**config.mk**
```make
export PLATFORM = sky130hd
export DESIGN_NAME = load_store_unit_flat
export DESIGN_NICKNAME = d
export VERILOG_FILES = /design/src/rtl/load_store_unit_pkg.sv /design/src/rtl/load_store_unit_if.sv /design/src/rtl/lsu_resp_reg.sv /design/src/rtl/load_store_unit.sv /design/src/flat_wrapper.sv
export SDC_FILE = /design/constraint.sdc
export NUM_CORES = 1
export LEC_CHECK = 0
export BUFFER_PORTS_ARGS = -buffer_cell sky130_fd_sc_hd__buf_2
export CAP_MARGIN = 30
export CORE_ASPECT_RATIO = 1.5
export CORE_MARGIN = 3
export CORE_UTILIZATION = 34
export CTS_BUF_LIST = sky130_fd_sc_hd__clkbuf_4 sky130_fd_sc_hd__clkbuf_8
export DETAILED_ROUTE_END_ITERATION = 7
export GPL_TIMING_DRIVEN = 0
export HOLD_SLACK_MARGIN = 0.08
export PLACE_DENSITY = 0.63
export SLEW_MARGIN = 10
export SYNTH_ARGS = -nofsm -noshare
export SYNTH_HDL_FRONTEND = slang
export SYNTH_SLANG_ARGS = --single-unit
export TNS_END_PERCENT = 100
```
**constraint.sdc**
```tcl
create_clock -name clk -period 1.6 [get_ports clk]
set_input_delay 0.24 -clock clk [delete_from_list [all_inputs] [get_ports clk]]
set_output_delay 0.24 -clock clk [all_outputs]
set_load 0.05 [all_outputs]
```
**src/rtl/load_store_unit_pkg.sv**
```systemverilog
// Shared definitions for the load/store unit: default widths and FSM state encoding.
package load_store_unit_pkg;

    localparam int LSU_ADDR_W = 6;
    localparam int LSU_DATA_W = 16;
    localparam int LSU_LEN_W  = 3;

    typedef enum logic [1:0] {
        IDLE   = 2'd0,
        RD     = 2'd1,
        WR     = 2'd2,
        WFLUSH = 2'd3
    } lsu_state_e;

endpackage

```
**src/rtl/load_store_unit_if.sv**
```systemverilog
// Core-side request / store-data / load-response handshake bundle of the load/store unit.
interface load_store_unit_if
    import load_store_unit_pkg::*;
#(
    parameter int ADDR_W = LSU_ADDR_W,
    parameter int DATA_W = LSU_DATA_W,
    parameter int LEN_W  = LSU_LEN_W
);

    logic              req_valid;
    logic              req_ready;
    logic              req_we;
    logic [ADDR_W-1:0] req_addr;
    logic [LEN_W-1:0]  req_len;
    logic              wdata_valid;
    logic              wdata_ready;
    logic [DATA_W-1:0] wdata;
    logic              resp_valid;
    logic              resp_ready;
    logic [DATA_W-1:0] resp_rdata;
    logic              wr_done;

    // Core (execute stage) side
    modport master (
        output req_valid, req_we, req_addr, req_len, wdata_valid, wdata, resp_ready,
        input  req_ready, wdata_ready, resp_valid, resp_rdata, wr_done
    );

    // Load/store unit side
    modport slave (
        input  req_valid, req_we, req_addr, req_len, wdata_valid, wdata, resp_ready,
        output req_ready, wdata_ready, resp_valid, resp_rdata, wr_done
    );

endinterface

```
**src/rtl/lsu_resp_reg.sv**
```systemverilog
// Single-entry load output register: holds one word until the core accepts it.
module lsu_resp_reg
    import load_store_unit_pkg::*;
#(
    parameter int DATA_W = LSU_DATA_W
) (
    input  logic              clk,
    input  logic              rst_n,
    input  logic              load,
    input  logic [DATA_W-1:0] din,
    input  logic              resp_ready,
    output logic              can_load,
    output logic              resp_valid,
    output logic [DATA_W-1:0] resp_rdata
);

    // A new word may enter when the slot is empty or is being drained this cycle.
    assign can_load = !resp_valid || resp_ready;

    // Capture a new word, or clear the slot once its word has been accepted.
    always_ff @(posedge clk or negedge rst_n) begin
        if (!rst_n) begin
            resp_valid <= 1'b0;
            resp_rdata <= '0;
        end else if (load) begin
            resp_valid <= 1'b1;
            resp_rdata <= din;
        end else if (resp_valid && resp_ready) begin
            resp_valid <= 1'b0;
        end
    end

endmodule

```
**src/rtl/load_store_unit.sv**
```systemverilog
// Load/store unit: sole master of the 64x16 data memory, streaming burst loads
// and stores between the core and the memory at one word per cycle.
module load_store_unit
    import load_store_unit_pkg::*;
#(
    parameter int ADDR_W = LSU_ADDR_W,
    parameter int DATA_W = LSU_DATA_W,
    parameter int LEN_W  = LSU_LEN_W
) (
    input  logic              clk,
    input  logic              rst_n,
    load_store_unit_if.slave  bus,
    output logic              mem_clock_enable,
    output logic              mem_read_enable,
    output logic [ADDR_W-1:0] mem_read_address,
    output logic              mem_write_enable,
    output logic [ADDR_W-1:0] mem_write_address,
    output logic [DATA_W-1:0] mem_data_in,
    input  logic [DATA_W-1:0] mem_data_out
);

    // Burst word counter needs one extra bit to hold len+1 (up to 8).
    localparam int REM_W = LEN_W + 1;

    lsu_state_e        state;
    lsu_state_e        next_state;
    logic [ADDR_W-1:0] cur_addr;
    logic [ADDR_W-1:0] cur_addr_d;
    logic [REM_W-1:0]  remaining;
    logic [REM_W-1:0]  remaining_d;
    logic              read_enable_d;
    logic [ADDR_W-1:0] read_address_d;
    logic              write_enable_d;
    logic [ADDR_W-1:0] write_address_d;
    logic [DATA_W-1:0] data_in_d;
    logic              wr_done_d;
    logic              capture;
    logic              can_capture;
    logic              resp_valid;

    lsu_resp_reg #(
        .DATA_W (DATA_W)
    ) u_resp_reg (
        .clk        (clk),
        .rst_n      (rst_n),
        .load       (capture),
        .din        (mem_data_out),
        .resp_ready (bus.resp_ready),
        .can_load   (can_capture),
        .resp_valid (resp_valid),
        .resp_rdata (bus.resp_rdata)
    );

    // mem_clock_enable doubles as "out of reset" so req_ready stays low while rst_n is low.
    assign bus.req_ready   = mem_clock_enable && (state == IDLE) && !resp_valid;
    assign bus.wdata_ready = (state == WR);
    assign bus.resp_valid  = resp_valid;

    // Next-state and next values of every registered memory-side output.
    always_comb begin
        next_state      = state;
        cur_addr_d      = cur_addr;
        remaining_d     = remaining;
        read_enable_d   = mem_read_enable;
        read_address_d  = mem_read_address;
        write_enable_d  = 1'b0;
        write_address_d = mem_write_address;
        data_in_d       = mem_data_in;
        wr_done_d       = 1'b0;
        capture         = 1'b0;

        case (state)
            IDLE: begin
                if (bus.req_valid && bus.req_ready) begin
                    cur_addr_d  = bus.req_addr;
                    remaining_d = REM_W'(bus.req_len) + REM_W'(1);
                    if (bus.req_we) begin
                        next_state = WR;
                    end else begin
                        next_state     = RD;
                        read_enable_d  = 1'b1;
                        read_address_d = bus.req_addr;
                    end
                end
            end
            RD: begin
                capture = can_capture;
                if (capture) begin
                    cur_addr_d     = cur_addr + ADDR_W'(1);
                    read_address_d = cur_addr + ADDR_W'(1);
                    remaining_d    = remaining - REM_W'(1);
                    if (remaining == REM_W'(1)) begin
                        next_state    = IDLE;
                        read_enable_d = 1'b0;
                    end
                end
            end
            WR: begin
                if (bus.wdata_valid) begin
                    write_enable_d  = 1'b1;
                    write_address_d = cur_addr;
                    data_in_d       = bus.wdata;
                    cur_addr_d      = cur_addr + ADDR_W'(1);
                    remaining_d     = remaining - REM_W'(1);
                    if (remaining == REM_W'(1)) begin
                        next_state = WFLUSH;
                    end
                end
            end
            WFLUSH: begin
                // The last write commits on this cycle's closing edge; report it next cycle.
                wr_done_d  = 1'b1;
                next_state = IDLE;
            end
            default: begin
                next_state = IDLE;
            end
        endcase
    end

    // State and all memory-side outputs are flops so the write strobe is glitch-free.
    always_ff @(posedge clk or negedge rst_n) begin
        if (!rst_n) begin
            state             <= IDLE;
            cur_addr          <= '0;
            remaining         <= '0;
            mem_clock_enable  <= 1'b0;
            mem_read_enable   <= 1'b0;
            mem_read_address  <= '0;
            mem_write_enable  <= 1'b0;
            mem_write_address <= '0;
            mem_data_in       <= '0;
            bus.wr_done       <= 1'b0;
        end else begin
            state             <= next_state;
            cur_addr          <= cur_addr_d;
            remaining         <= remaining_d;
            mem_clock_enable  <= 1'b1;
            mem_read_enable   <= read_enable_d;
            mem_read_address  <= read_address_d;
            mem_write_enable  <= write_enable_d;
            mem_write_address <= write_address_d;
            mem_data_in       <= data_in_d;
            bus.wr_done       <= wr_done_d;
        end
    end

endmodule

```
**src/flat_wrapper.sv**
```systemverilog
// flat-port wrapper written by rule: the top's interface ports become plain ports
module load_store_unit_flat import load_store_unit_pkg::*;
#(
    parameter int ADDR_W = LSU_ADDR_W,
    parameter int DATA_W = LSU_DATA_W,
    parameter int LEN_W  = LSU_LEN_W
)
  (clk, rst_n, mem_clock_enable, mem_read_enable, mem_read_address, mem_write_enable, mem_write_address, mem_data_in, mem_data_out, bus_req_valid, bus_req_we, bus_req_addr, bus_req_len, bus_wdata_valid, bus_wdata, bus_resp_ready, bus_req_ready, bus_wdata_ready, bus_resp_valid, bus_resp_rdata, bus_wr_done);
  load_store_unit_if #(.ADDR_W(ADDR_W), .DATA_W(DATA_W), .LEN_W(LEN_W)) bus_i ();
  input  logic clk;
  input  logic rst_n;
  output logic mem_clock_enable;
  output logic mem_read_enable;
  output logic [ADDR_W-1:0] mem_read_address;
  output logic mem_write_enable;
  output logic [ADDR_W-1:0] mem_write_address;
  output logic [DATA_W-1:0] mem_data_in;
  input  logic [DATA_W-1:0] mem_data_out;
  input wire logic [$bits(bus_i.req_valid)-1:0] bus_req_valid;
  input wire logic [$bits(bus_i.req_we)-1:0] bus_req_we;
  input wire logic [$bits(bus_i.req_addr)-1:0] bus_req_addr;
  input wire logic [$bits(bus_i.req_len)-1:0] bus_req_len;
  input wire logic [$bits(bus_i.wdata_valid)-1:0] bus_wdata_valid;
  input wire logic [$bits(bus_i.wdata)-1:0] bus_wdata;
  input wire logic [$bits(bus_i.resp_ready)-1:0] bus_resp_ready;
  output wire logic [$bits(bus_i.req_ready)-1:0] bus_req_ready;
  output wire logic [$bits(bus_i.wdata_ready)-1:0] bus_wdata_ready;
  output wire logic [$bits(bus_i.resp_valid)-1:0] bus_resp_valid;
  output wire logic [$bits(bus_i.resp_rdata)-1:0] bus_resp_rdata;
  output wire logic [$bits(bus_i.wr_done)-1:0] bus_wr_done;
  assign bus_i.req_valid = bus_req_valid;
  assign bus_i.req_we = bus_req_we;
  assign bus_i.req_addr = bus_req_addr;
  assign bus_i.req_len = bus_req_len;
  assign bus_i.wdata_valid = bus_wdata_valid;
  assign bus_i.wdata = bus_wdata;
  assign bus_i.resp_ready = bus_resp_ready;
  assign bus_req_ready = bus_i.req_ready;
  assign bus_wdata_ready = bus_i.wdata_ready;
  assign bus_resp_valid = bus_i.resp_valid;
  assign bus_resp_rdata = bus_i.resp_rdata;
  assign bus_wr_done = bus_i.wr_done;
  load_store_unit #(.ADDR_W(ADDR_W), .DATA_W(DATA_W), .LEN_W(LEN_W)) u_core (.clk(clk), .rst_n(rst_n), .bus(bus_i), .mem_clock_enable(mem_clock_enable), .mem_read_enable(mem_read_enable), .mem_read_address(mem_read_address), .mem_write_enable(mem_write_enable), .mem_write_address(mem_write_address), .mem_data_in(mem_data_in), .mem_data_out(mem_data_out));
endmodule
```
* After elaboration in Yosys (flattened, before gate mapping) *
Index checks and enable logic that the tools add are counted.

word-level totals
  input port bits = 47
  output and inout bits = 51
  flip-flop bits (word level) = 61
  word-level logic and storage cells = 69

cells by class
  mux-type cells = 29
  equality and inequality tests = 10
  reductions and logical operators = 15
  add/sub/neg operators = 3

operator list
  kind                   number
  $mux W6                5
  $pmux W6 S3            1
  $mux W2                6
  $mux W4                3
  $pmux W4 S3            1
  $pmux W6 S2            1
  $mux W1                10
  $reduce_and A5 Y1      2
  $pmux W2 S4            1
  $reduce_and A4 Y1      2
  $add A6 B1 Y6 const B  1
  $ne A2 B1 Y1 const B   3
  $ne A2 B2 Y1 const B   3
  $add A3 B1 Y4 const B  1
  $eq A2 B2 Y1 const B   2
  $eq A4 B1 Y1 const B   1
  $logic_and A1 B1 Y1    4
  $reduce_bool A2 Y1     2
  $sub A4 B1 Y4 const B  1
  $reduce_bool A3 Y1     1
  $eq A2 B1 Y1 const B   1
  $logic_not A2 Y1       1
  $pmux W1 S2            1
  $reduce_and A2 Y1      1
  other kinds (2)        2

* Longest topological paths before layout *
Gate-level depths: netlist (run 1).

  depth after elaboration = 6
  mapped depth = 8

* Modules after synthesis *
From an unflattened synthesis (run 1), not the netlist that was laid out.

unflattened totals
  cells, all modules = 229
  area, all modules = 2855.2 um2

modules (own cells, without submodules)
  module           cells an instance  instances  area each (um2)  seq. area each (um2)
  load_store_unit  192                1          2172.1           1101.1
  lsu_resp_reg     37                 1          683.2            425.4

* Least setup slack after synthesis (run 1) *
No wires, ideal clock.

  kind = register -> register
  start point = register u_core.state[0]
  end point = register u_core.mem_data_in[0]
  data arrival time = 1.792 ns
  required time = 1.475 ns
  path slack = -0.317 ns
  cell stages (with the launch flop) = 6
  setup time = 0.125 ns
  path through = dfrtp_1 > inv_1 > ha_1 > nand2_1 > buf_2 > mux2_2

on the way
  longest elaborated chain between the ends = 2

ends and longest elaborated chain
  what                                line                    source
  from (decl)                         load_store_unit.sv:25   lsu_state_e state;
  from (signal assigned)              load_store_unit.sv:135  state <= next_state;
  $eq A2 B2 Y1                        -
  net bus_wdata_ready                 flat_wrapper.sv:27      output wire logic [$bits(bus_i.wdata_ready)-1:0] bus_wdata_ready;
  $reduce_and A2 Y1 (no source line)  -
  to (signal assigned)                load_store_unit.sv:143  mem_data_in <= data_in_d;
  to (decl)                           load_store_unit.sv:18   output logic [DATA_W-1:0] mem_data_in,

The timed path passes the listed nets, and every way through them passes these cells.
A chain may end at the register's enable or synchronous reset.

* Final worst setup path (run 1) *
  start point = register u_core.state[1]
  end point = output bus_req_ready

on the way
  longest elaborated chain between the ends = 3

ends and longest elaborated chain
  what                              line                   source
  $logic_not A2 Y1                  load_store_unit.sv:55  assign bus.req_ready = mem_clock_enable && (state == IDLE) && !resp_valid;
  $logic_and A1 B1 Y1 (2 in a row)  load_store_unit.sv:55
  to (decl)                         flat_wrapper.sv:26     output wire logic [$bits(bus_i.req_ready)-1:0] bus_req_ready;

No other way between the ends.

==> results.yml, run 1 <==
synthesis:
  postSynthRegisterBits: 61
  post_synth_num_cell_types: 41
  post_synth_inst_count: 229
  mappedNetlistNets: 285
  synth_async_sr_flop_share: 1.00
  synth_seq_area_share: 0.539
  synth_enable_flop_cells: 0
  avgSynthCellArea_um2: 12.4
  netlist_top_cells_count: "sky130_fd_sc_hd__dfrtp_1 (61), sky130_fd_sc_hd__mux2_2 (41), sky130_fd_sc_hd__inv_1 (12), sky130_fd_sc_hd__nand2_1 (12), sky130_fd_sc_hd__a21oi_1 (10)"
  synth.yosys.warnings: 0
  netlist_area_mm2: 0.00283
  dominantRegCellSynth: "sky130_fd_sc_hd__dfrtp_1"
  netlist_top_cells_area: "sky130_fd_sc_hd__dfrtp_1 (54%), sky130_fd_sc_hd__mux2_2 (16%), sky130_fd_sc_hd__ha_1 (4.0%), sky130_fd_sc_hd__a21oi_1 (1.8%), sky130_fd_sc_hd__mux2i_1 (1.8%)"
  largest_area_contributor_in_the_synthesized_netlist: "sky130_fd_sc_hd__dfrtp_1"
  synth.most_common_cell: "sky130_fd_sc_hd__dfrtp_1"
  synth_top_cell_area_share: 0.539
floorplan:
  chipWidth_um: 80.5
  die_h_um: 118
  std_cell_rows: 40
  num_io_pins: 98
  die_footprint_mm2: 0.00949
  core-area_mm2: 0.00806
  initial_core_util: 0.352
final_layout:
  areaGrowthSynthToFinish_pct: 36.3
  cell_area_after_layout_mm2: 0.00386
  antenna_cells_inserted: 0
  layout-drive-gt1-share: 0.556
  final_net_count: 404
job:
  maxCapViolations: 0
clocking:
  tritoncts_num_sinks: 61
  clk-insertion-delay-late_ns: 0.33
  number_of_clock_buffers_inserted_by_tritoncts: 9
  tritoncts: "yes"
  clk_root_buffer_cell: "sky130_fd_sc_hd__clkbuf_8"
  cts.htree.levels: 3
  cts_buffer_depth: 2
  clkSlewWorstSetupHoldPaths_ns: 0.06
grt:
  grt-ovfl-total: 0
  grt_first_pass_wirelength_mm: 10.1
  groute.usage.overall: 0.138
  antenna_found_initial: 0
  grt_max_degree: 62
  grt_pass1_vias: 2217
worst_setup_path:
  startpoint_type: "flip-flop"
  cpMaxStageDelayCell: "sky130_fd_sc_hd__dfrtp_1"
  setup.worst_path.end_class: "output pin"
  timing.critical_path.cells: "inv_2 -> ha_4 -> and3b_1 -> buf_6"
  cp_slowest_stage_delay_ns: 0.41
  critPathArrivalTime_ns: 1.38
  critical_path_peak_fanout: 5
  required_ns: 1.36
  worstRegToRegCells: 6
  timing.setup.critical_path_class: "flip-flop to output pin"
detailed_routing:
  avgViaCountPerCell: 4.79
  drtIter0Drc: 47
  routed_wire_length_per_instance_um: 14.2
  dr.pass1.iters: 6
  vias: 2182
  drc: 0
  detail-route-antenna-nets: 0
  finalWirelength_mm: 6.47
sta:
  final_period_minus_worst_setup_slack_ns: 1.62
  fin_crit_sh: 1.01
  slew_viol_final: 0
  finalHoldViolations: 0
  unrepaired_setup_endpoints_after_global_routing: "yes"
  worst_slack_ns: -0.0204
  finClkSkew_ns: 0.0104
  finalSetupViolCount: 7
  max_slew_margin: 0.472
  max_slew.worst_pin.slew_ns: 0.792
  fmax_mhz: 617
placement:
  estimated_wirelength_of_the_detail_placed_design_mm: 4.69
  place_area_mm2: 0.00346
  preCtsSetupSlack_ns: -0.285
  globalplace.congestion: 0.818
  placement.io_buffers: 97
outcome:
  run_status: "finished, violations left"
  violations_in_the_final_reports: "setup timing"
min_path:
  hold_depth: 2
  hold_path.class: "input pin to flip-flop"
final timing paths:
check / end / startpoint / slack [ns]
worst max-delay path: bus_req_ready / u_core.state[1]$_DFFE_PN0P_ / -0.02
worst min-delay path: u_core.mem_data_in[8]$_DFFE_PN0P_ / bus_wdata[8] / 0.14
worst max register to register: u_core.mem_read_address[3]$_DFFE_PN0P_ / u_core.state[1]$_DFFE_PN0P_ / -0.02
worst min register to register: u_core.mem_write_address[0]$_DFFE_PN0P_ / u_core.mem_write_address[0]$_DFFE_PN0P_ / 0.48
max in group asynchronous: u_core.state[0]$_DFFE_PN0P_ / rst_n / 0.50
min in group asynchronous: u_core.remaining[2]$_DFFE_PN0P_ / rst_n / 0.49
registers in the layout (all words and copies together), names as in the netlist:
signal	cells
u_core.mem_data_in	16
u_core.u_resp_reg.resp_rdata	16
u_core.cur_addr	6
u_core.mem_read_address	6
u_core.mem_write_address	6
u_core.remaining	4
u_core.state	2
u_core.bus.wr_done	1
u_core.mem_clock_enable	1
u_core.mem_read_enable	1
u_core.mem_write_enable	1
u_core.u_resp_reg.resp_valid	1
final cells by class:
cell class,instances,area [um2]
clock buffers,12,159
flip-flops and latches,61,1530
well taps,105,131
inverters,13,53.8
plain buffers,8,68.8
fillers,769,4200
multi-input cells,143,1280
clock inverters,2,10.0
repair buffers,112,623
placed cells by master (no fill, tap or decap), drive strengths merged:
cell type	n
o211ai	2
nor3b	1
or3	2
nand2	13
and2	1
clkinv	3
a31oi	6
nand3b	1
a21boi	1
xnor2	2
mux2i	5
a311oi	1
and3	2
a2bb2oi	1
ha	9
clkbuf	15
nand4	2
o21ai	11
inv	12
nand3	8
nor3	1
a41oi	1
o22ai	1
conb	1
dlygate4sd3	1
o2111ai	4
nor2	6
and3b	1
mux2	43
a21oi	10
o2bb2ai	1
dfrtp	61
buf	116
nand2b	4
xor2	2
per-layer routing:
layer	global-route usage	vias to the layer above	part of all wire
met1	0.145	1044	0.38
met5	0	-	0
met2	0.244	89	0.53
met4	0.0666	0	0.015
met3	0.0421	6	0.076
li1	-	1043	-
through the flow:
| step | setup TNS [ns] | hold slack, ns | std cells | util |
|---|---|---|---|---|
| 2_1_floorplan | -1.46 | -0.0556 | 229 | - |
| 3_3_place_gp | -6.43 | 0.462 | 431 | 0.429 |
| 3_5_place_dp | -7.53 | 0.378 | 431 | 0.429 |
| 4_1_cts | -0.849 | 0.113 | 451 | 0.465 |
| 5_1_grt | -0.686 | 0.122 | 456 | 0.479 |
| 6_report | -0.105 | 0.140 | 456 | 0.479 |
worst max-delay path, delay by kind of cell (launching register included):
| family | cells | cell delay (ns) |
|---|---|---|
| simple gates | 1 | 0.18 |
| buf+inv | 2 | 0.27 |
| flops | 1 | 0.41 |
| fa+ha+maj | 1 | 0.19 |
kinds of logic after synthesis:
group / count (synthesis) / share of synthesized area
compound gates: 39 / 0.0976
xor+xnor: 4 / 0.0124
fa+ha+maj: 9 / 0.0398
buf+inv: 25 / 0.0406
flops: 61 / 0.539
mux: 48 / 0.189
other cells: 1 / 0.00132
simple gates: 42 / 0.0808
timing repair:
| action | in CTS | in global routing |
|---|---|---|
| setup endpoints to repair | 46 | 51 |
| pin swaps | 2 | 3 |
| endpoints found under the hold margin | 61 | 0 |
| buffers inserted | 7 | 7 |
| hold buffers | 1 | 0 |
| resized for setup | 22 | 27 |
Power of run 1 is left out: the tool's default activity adds up to more than one toggle a clock period on the data nets, which glitch-free logic cannot reach.
==> inputs of run 2 (changes only) <==
clock period = 1.4 ns   (was 1.6 ns; I/O delays follow)
==> results.yml, run 2 (same netlist as run 1, synthesis figures left out) <==
final_layout:
  final_common_cell: "sky130_fd_sc_hd__buf_2"
  cell_area_after_layout_mm2: 0.00418
  antenna_cells_inserted: 0
  most-common-layout-cells: "sky130_fd_sc_hd__buf_2 (95), sky130_fd_sc_hd__dfrtp_1 (59), sky130_fd_sc_hd__mux2_2 (29)"
  layout-drive-gt1-share: 0.591
  areaGrowthSynthToFinish_pct: 47.4
  final_net_count: 415
  finalCoreUtilization: 0.518
  fin_cells: 469
  reg.largest.list: "u_core.mem_data_in (16), u_core.u_resp_reg.resp_rdata (16)"
grt:
  grt_pass1_vias: 2250
  grt_max_degree: 62
  grt_first_pass_wirelength_mm: 10.9
  groute.usage.overall: 0.150
  antenna_found_initial: 0
  grt-ovfl-total: 0
sta:
  max_slew_margin: 0.489
  max_slew.worst_pin.slew_ns: 0.767
  fmax_mhz: 600
  finalHoldViolations: 0
  final_period_minus_worst_setup_slack_ns: 1.67
  fin_crit_sh: 1.19
  finalSetupViolCount: 57
  worst_slack_ns: -0.267
  slew_viol_final: 0
  unrepaired_setup_endpoints_after_global_routing: "yes"
  finClkSkew_ns: 0.00794
outcome:
  run_status: "finished, violations left"
  violations_in_the_final_reports: "setup timing"
floorplan:
  initial_core_util: 0.352
  chipWidth_um: 80.5
  num_io_pins: 98
  core-area_mm2: 0.00806
  die_footprint_mm2: 0.00949
  die_h_um: 118
  std_cell_rows: 40
placement:
  placement.io_buffers: 97
  place_area_mm2: 0.00350
  globalplace.congestion: 0.786
  dp_cells: 431
  preCtsSetupSlack_ns: -0.450
  estimated_wirelength_of_the_detail_placed_design_mm: 4.79
worst_setup_path:
  critical_path_peak_fanout: 7
  startpoint_type: "flip-flop"
  worstRegToRegCells: 6
  timing.setup.critical_path_class: "flip-flop to flip-flop"
  critPathArrivalTime_ns: 1.90
  required_ns: 1.63
  setup.worst_path.end_class: "flip-flop"
detailed_routing:
  dr.pass1.iters: 4
  avgViaCountPerCell: 4.80
  vias: 2249
  detail-route-antenna-nets: 0
  finalWirelength_mm: 7.15
  routed_wire_length_per_instance_um: 15.2
  drc: 0
  drtIter0Drc: 101
clocking:
  tritoncts: "yes"
  clkSlewWorstSetupHoldPaths_ns: 0.06
  clk_root_buffer_cell: "sky130_fd_sc_hd__clkbuf_8"
  cts_buffer_depth: 2
  clk-insertion-delay-late_ns: 0.34
  cts.htree.levels: 3
  number_of_clock_buffers_inserted_by_tritoncts: 9
  tritoncts_num_sinks: 61
min_path:
  hold_depth: 2
  hold_path.class: "input pin to flip-flop"
job:
  maxCapViolations: 0
==> run 2: changes by cell type in the layout (fill, tap and decap cells not counted), moves of 2 or more <==
| cell | before | now |
|---|---|---|
| sky130_fd_sc_hd__nand2_4 | 2 | 0 |
| sky130_fd_sc_hd__buf_12 | 0 | 2 |
| sky130_fd_sc_hd__ha_4 | 2 | 4 |
| sky130_fd_sc_hd__a31oi_1 | 6 | 4 |
| sky130_fd_sc_hd__mux2_2 | 37 | 29 |
| sky130_fd_sc_hd__buf_8 | 0 | 5 |
| sky130_fd_sc_hd__mux2_4 | 6 | 14 |
| sky130_fd_sc_hd__nand2_8 | 0 | 2 |
==> run 2: metal layers <==
layer  GRT usage  vias up  routed length [um]  part of all wire
met5           0        -                   0                 0
li1            -     1074                   -                 -
met4      0.0751        0                 174             0.024
met3      0.0322       14                 352             0.049
met1       0.169     1102                2780              0.39
met2       0.259       59                3840              0.54
==> run 2: area by class of cell <==
type / count / area, um2
fill: 709 / 3880
buffer: 9 / 93.8
sequential: 61 / 1530
inverter: 13 / 56.3
timing repair buffer: 122 / 779
tap: 105 / 131
multi-input combinational: 143 / 1400
clock inverter: 1 / 5.00
clock buffer: 15 / 181
==> run 2: through the flow <==
stage	hold WS (ns)	TNS, ns
after floorplan	-0.0856	-8.28
after global placement	0.444	-17.32
after detailed placement	0.340	-15.44
after CTS	0.0886	-6.51
after global routing	0.0868	-8.49
final	0.0947	-6.08
==> run 2: worst paths after layout <==
path | end | startpoint | slack, ns
worst max-delay path | u_core.state[1]$_DFFE_PN0P_ | u_core.state[1]$_DFFE_PN0P_ | -0.27
worst min-delay path | u_core.mem_data_in[1]$_DFFE_PN0P_ | bus_wdata[1] | 0.09
worst max register to register | u_core.state[1]$_DFFE_PN0P_ | u_core.state[1]$_DFFE_PN0P_ | -0.27
worst min register to register | u_core.mem_write_address[5]$_DFFE_PN0P_ | u_core.mem_write_address[5]$_DFFE_PN0P_ | 0.49
max in group asynchronous | u_core.state[0]$_DFFE_PN0P_ | rst_n | 0.40
min in group asynchronous | u_core.u_resp_reg.resp_rdata[8]$_DFFE_PN0P_ | rst_n | 0.47
==> run 2: timing repair <==
| action | 4_1_cts | 5_1_grt |
|---|---|---|
| cloned | 2 | 1 |
| hold buffers | 1 | 0 |
| resized for setup | 41 | 27 |
| setup endpoints to repair | 55 | 59 |
| pin swaps | 6 | 5 |
| buffers inserted | 13 | 8 |
| hold endpoints to repair | 61 | 0 |
==> run 2: critical path, cell delays in order (launching register included) <==
cell	delay (ns)
sky130_fd_sc_hd__dfrtp_1	0.40
sky130_fd_sc_hd__inv_2	0.08
sky130_fd_sc_hd__ha_4	0.19
sky130_fd_sc_hd__clkinv_4	0.06
sky130_fd_sc_hd__a2bb2oi_4	0.25
sky130_fd_sc_hd__a21boi_4	0.25
sky130_fd_sc_hd__mux2_4	0.31
Power of run 2 is left out for the same reason.
==> inputs of run 3 (changes only) <==
CORE_UTILIZATION = 45   (was 34)
PLACE_DENSITY = 0.79   (was 0.63)
RECOVER_POWER = 100   (was default)
==> results.yml, run 3 (same netlist as run 1, synthesis figures left out) <==
grt:
  groute.layer.met2.usage: 0.370
  met3_usage: 0.0503
  grt_max_degree: 62
  groute.usage.overall: 0.206
  grt-busiest-layer: "met2"
  antenna_found_initial: 0
  grt-ovfl-total: 0
  grt_first_pass_wirelength_mm: 11.5
  grtUsageMet1: 0.219
  grt_pass1_vias: 2453
clocking:
  clkSlewWorstSetupHoldPaths_ns: 0.07
  tritoncts_num_sinks: 61
  clk_root_buffer_cell: "sky130_fd_sc_hd__clkbuf_8"
  number_of_clock_buffers_inserted_by_tritoncts: 9
  tritoncts: "yes"
  cts_buffer_depth: 2
  cts.htree.levels: 3
  clk-insertion-delay-late_ns: 0.35
worst_setup_path:
  required_ns: 1.64
  cp_slowest_stage_delay_ns: 0.40
  timing.critical_path.cells: "inv_2 -> ha_4 -> clkinv_4 -> a2bb2oi_4 -> a21boi_4 -> buf_6 -> mux2i_1"
  timing.critical_path.max_delay_family: "compound AO/OA/AOI/OAI gates"
  cpMaxStageDelayCell: "sky130_fd_sc_hd__dfrtp_1"
  setup.worst_path.end_class: "flip-flop"
  startpoint_type: "flip-flop"
  critical_path_peak_fanout: 6
  cp_num_buf_inv: 3
  critPathArrivalTime_ns: 1.91
  timing.setup.critical_path_class: "flip-flop to flip-flop"
final_layout:
  most-common-layout-cells: "sky130_fd_sc_hd__buf_2 (94), sky130_fd_sc_hd__dfrtp_1 (59), sky130_fd_sc_hd__mux2_2 (30)"
  reg.largest.list: "u_core.mem_data_in (16), u_core.u_resp_reg.resp_rdata (16)"
  final_common_cell: "sky130_fd_sc_hd__buf_2"
  regArea_mm2: 0.00153
  antenna_cells_inserted: 0
  final_net_count: 423
  cell_area_after_layout_mm2: 0.00434
  areaGrowthSynthToFinish_pct: 53.3
  finalCoreUtilization: 0.729
  layout-drive-gt1-share: 0.632
  multiInputGateArea_mm2: 0.00148
  filler_cell_count: 402
  fin_cells: 444
sta:
  unrepaired_setup_endpoints_after_global_routing: "yes"
  worst_slack_ns: -0.269
  final_period_minus_worst_setup_slack_ns: 1.67
  finalSetupViolCount: 59
  slew_viol_final: 0
  finClkSkew_ns: 0.00980
  max_slew_margin: 0.490
  finalHoldViolations: 0
  max_slew.worst_pin.slew_ns: 0.766
  fin_crit_sh: 1.19
  fmax_mhz: 599
floorplan:
  die_h_um: 103
  num_io_pins: 98
  std_cell_rows: 34
  initial_core_util: 0.476
  die_footprint_mm2: 0.00730
  core-area_mm2: 0.00596
  chipWidth_um: 70.8
min_path:
  hold_path.class: "input pin to flip-flop"
placement:
  globalplace.congestion: 0.860
  dp_cells: 398
  place_area_mm2: 0.00345
  estimated_wirelength_of_the_detail_placed_design_mm: 4.60
  placement.io_buffers: 97
detailed_routing:
  avgViaCountPerCell: 5.25
  finalWirelength_mm: 7.47
  vias: 2332
  drc: 0
  drtIter0Drc: 141
  detail-route-antenna-nets: 0
  routed_wire_length_per_instance_um: 16.8
  dr.pass1.iters: 4
outcome:
  run_status: "finished, violations left"
  violations_in_the_final_reports: "setup timing"
job:
  maxCapViolations: 0
-- run 3: changes by cell type in the layout (fill, tap and decap cells not counted), moves of 3 or more --
cell | before | now
sky130_fd_sc_hd__a21oi_1 | 8 | 3
sky130_fd_sc_hd__a21oi_2 | 1 | 5
sky130_fd_sc_hd__a31oi_4 | 1 | 4
sky130_fd_sc_hd__buf_6 | 8 | 14
sky130_fd_sc_hd__clkbuf_4 | 4 | 1
-- run 3: layout make-up --
cell class,count,share of cell area
buffer,8,0.0210
clock buffer,13,0.0398
clock inverter,3,0.00980
inverter,13,0.0130
multi-input combinational,143,0.341
sequential,61,0.352
tap,72,0.0207
timing repair buffer,131,0.202
-- run 3: repair_timing --
item,CTS,global route
setup endpoints to repair,55,60
pin swaps,12,7
hold endpoints to repair,62,0
resized for setup,64,32
hold buffers,2,0
buffers inserted,28,4
cloned,4,0
-- run 3: metrics by stage --
stage,setup slack [ns],setup TNS [ns],hold slack [ns]
after floorplan,-0.296,-8.28,-0.0856
after global placement,-0.430,-15.36,0.440
after detailed placement,-0.471,-15.74,0.335
after CTS,-0.307,-9.25,0.0818
after global routing,-0.326,-10.48,0.0806
final,-0.269,-7.22,0.0913
-- run 3: final timing paths --
kind / from / cells after the start / slack (ns) / end
max: u_core.state[1]$_DFFE_PN0P_ / 7 / -0.27 / u_core.state[0]$_DFFE_PN0P_
min: mem_data_out[7] / 2 / 0.09 / u_core.u_resp_reg.resp_rdata[7]$_DFFE_PN0P_
max reg2reg: u_core.state[1]$_DFFE_PN0P_ / 7 / -0.27 / u_core.state[0]$_DFFE_PN0P_
min reg2reg: u_core.mem_write_address[5]$_DFFE_PN0P_ / 2 / 0.50 / u_core.mem_write_address[5]$_DFFE_PN0P_
max in group asynchronous: rst_n / 2 / 0.37 / u_core.state[0]$_DFFE_PN0P_
min in group asynchronous: rst_n / 2 / 0.47 / u_core.mem_read_enable$_DFFE_PN0P_
-- run 3: layer usage --
metal / vias up / wire length (um)
met4: 0 / 179
met2: 91 / 4000
met5: - / 0
li1: 1084 / -
met1: 1146 / 2840
met3: 11 / 451
Power of run 3 is left out for the same reason.
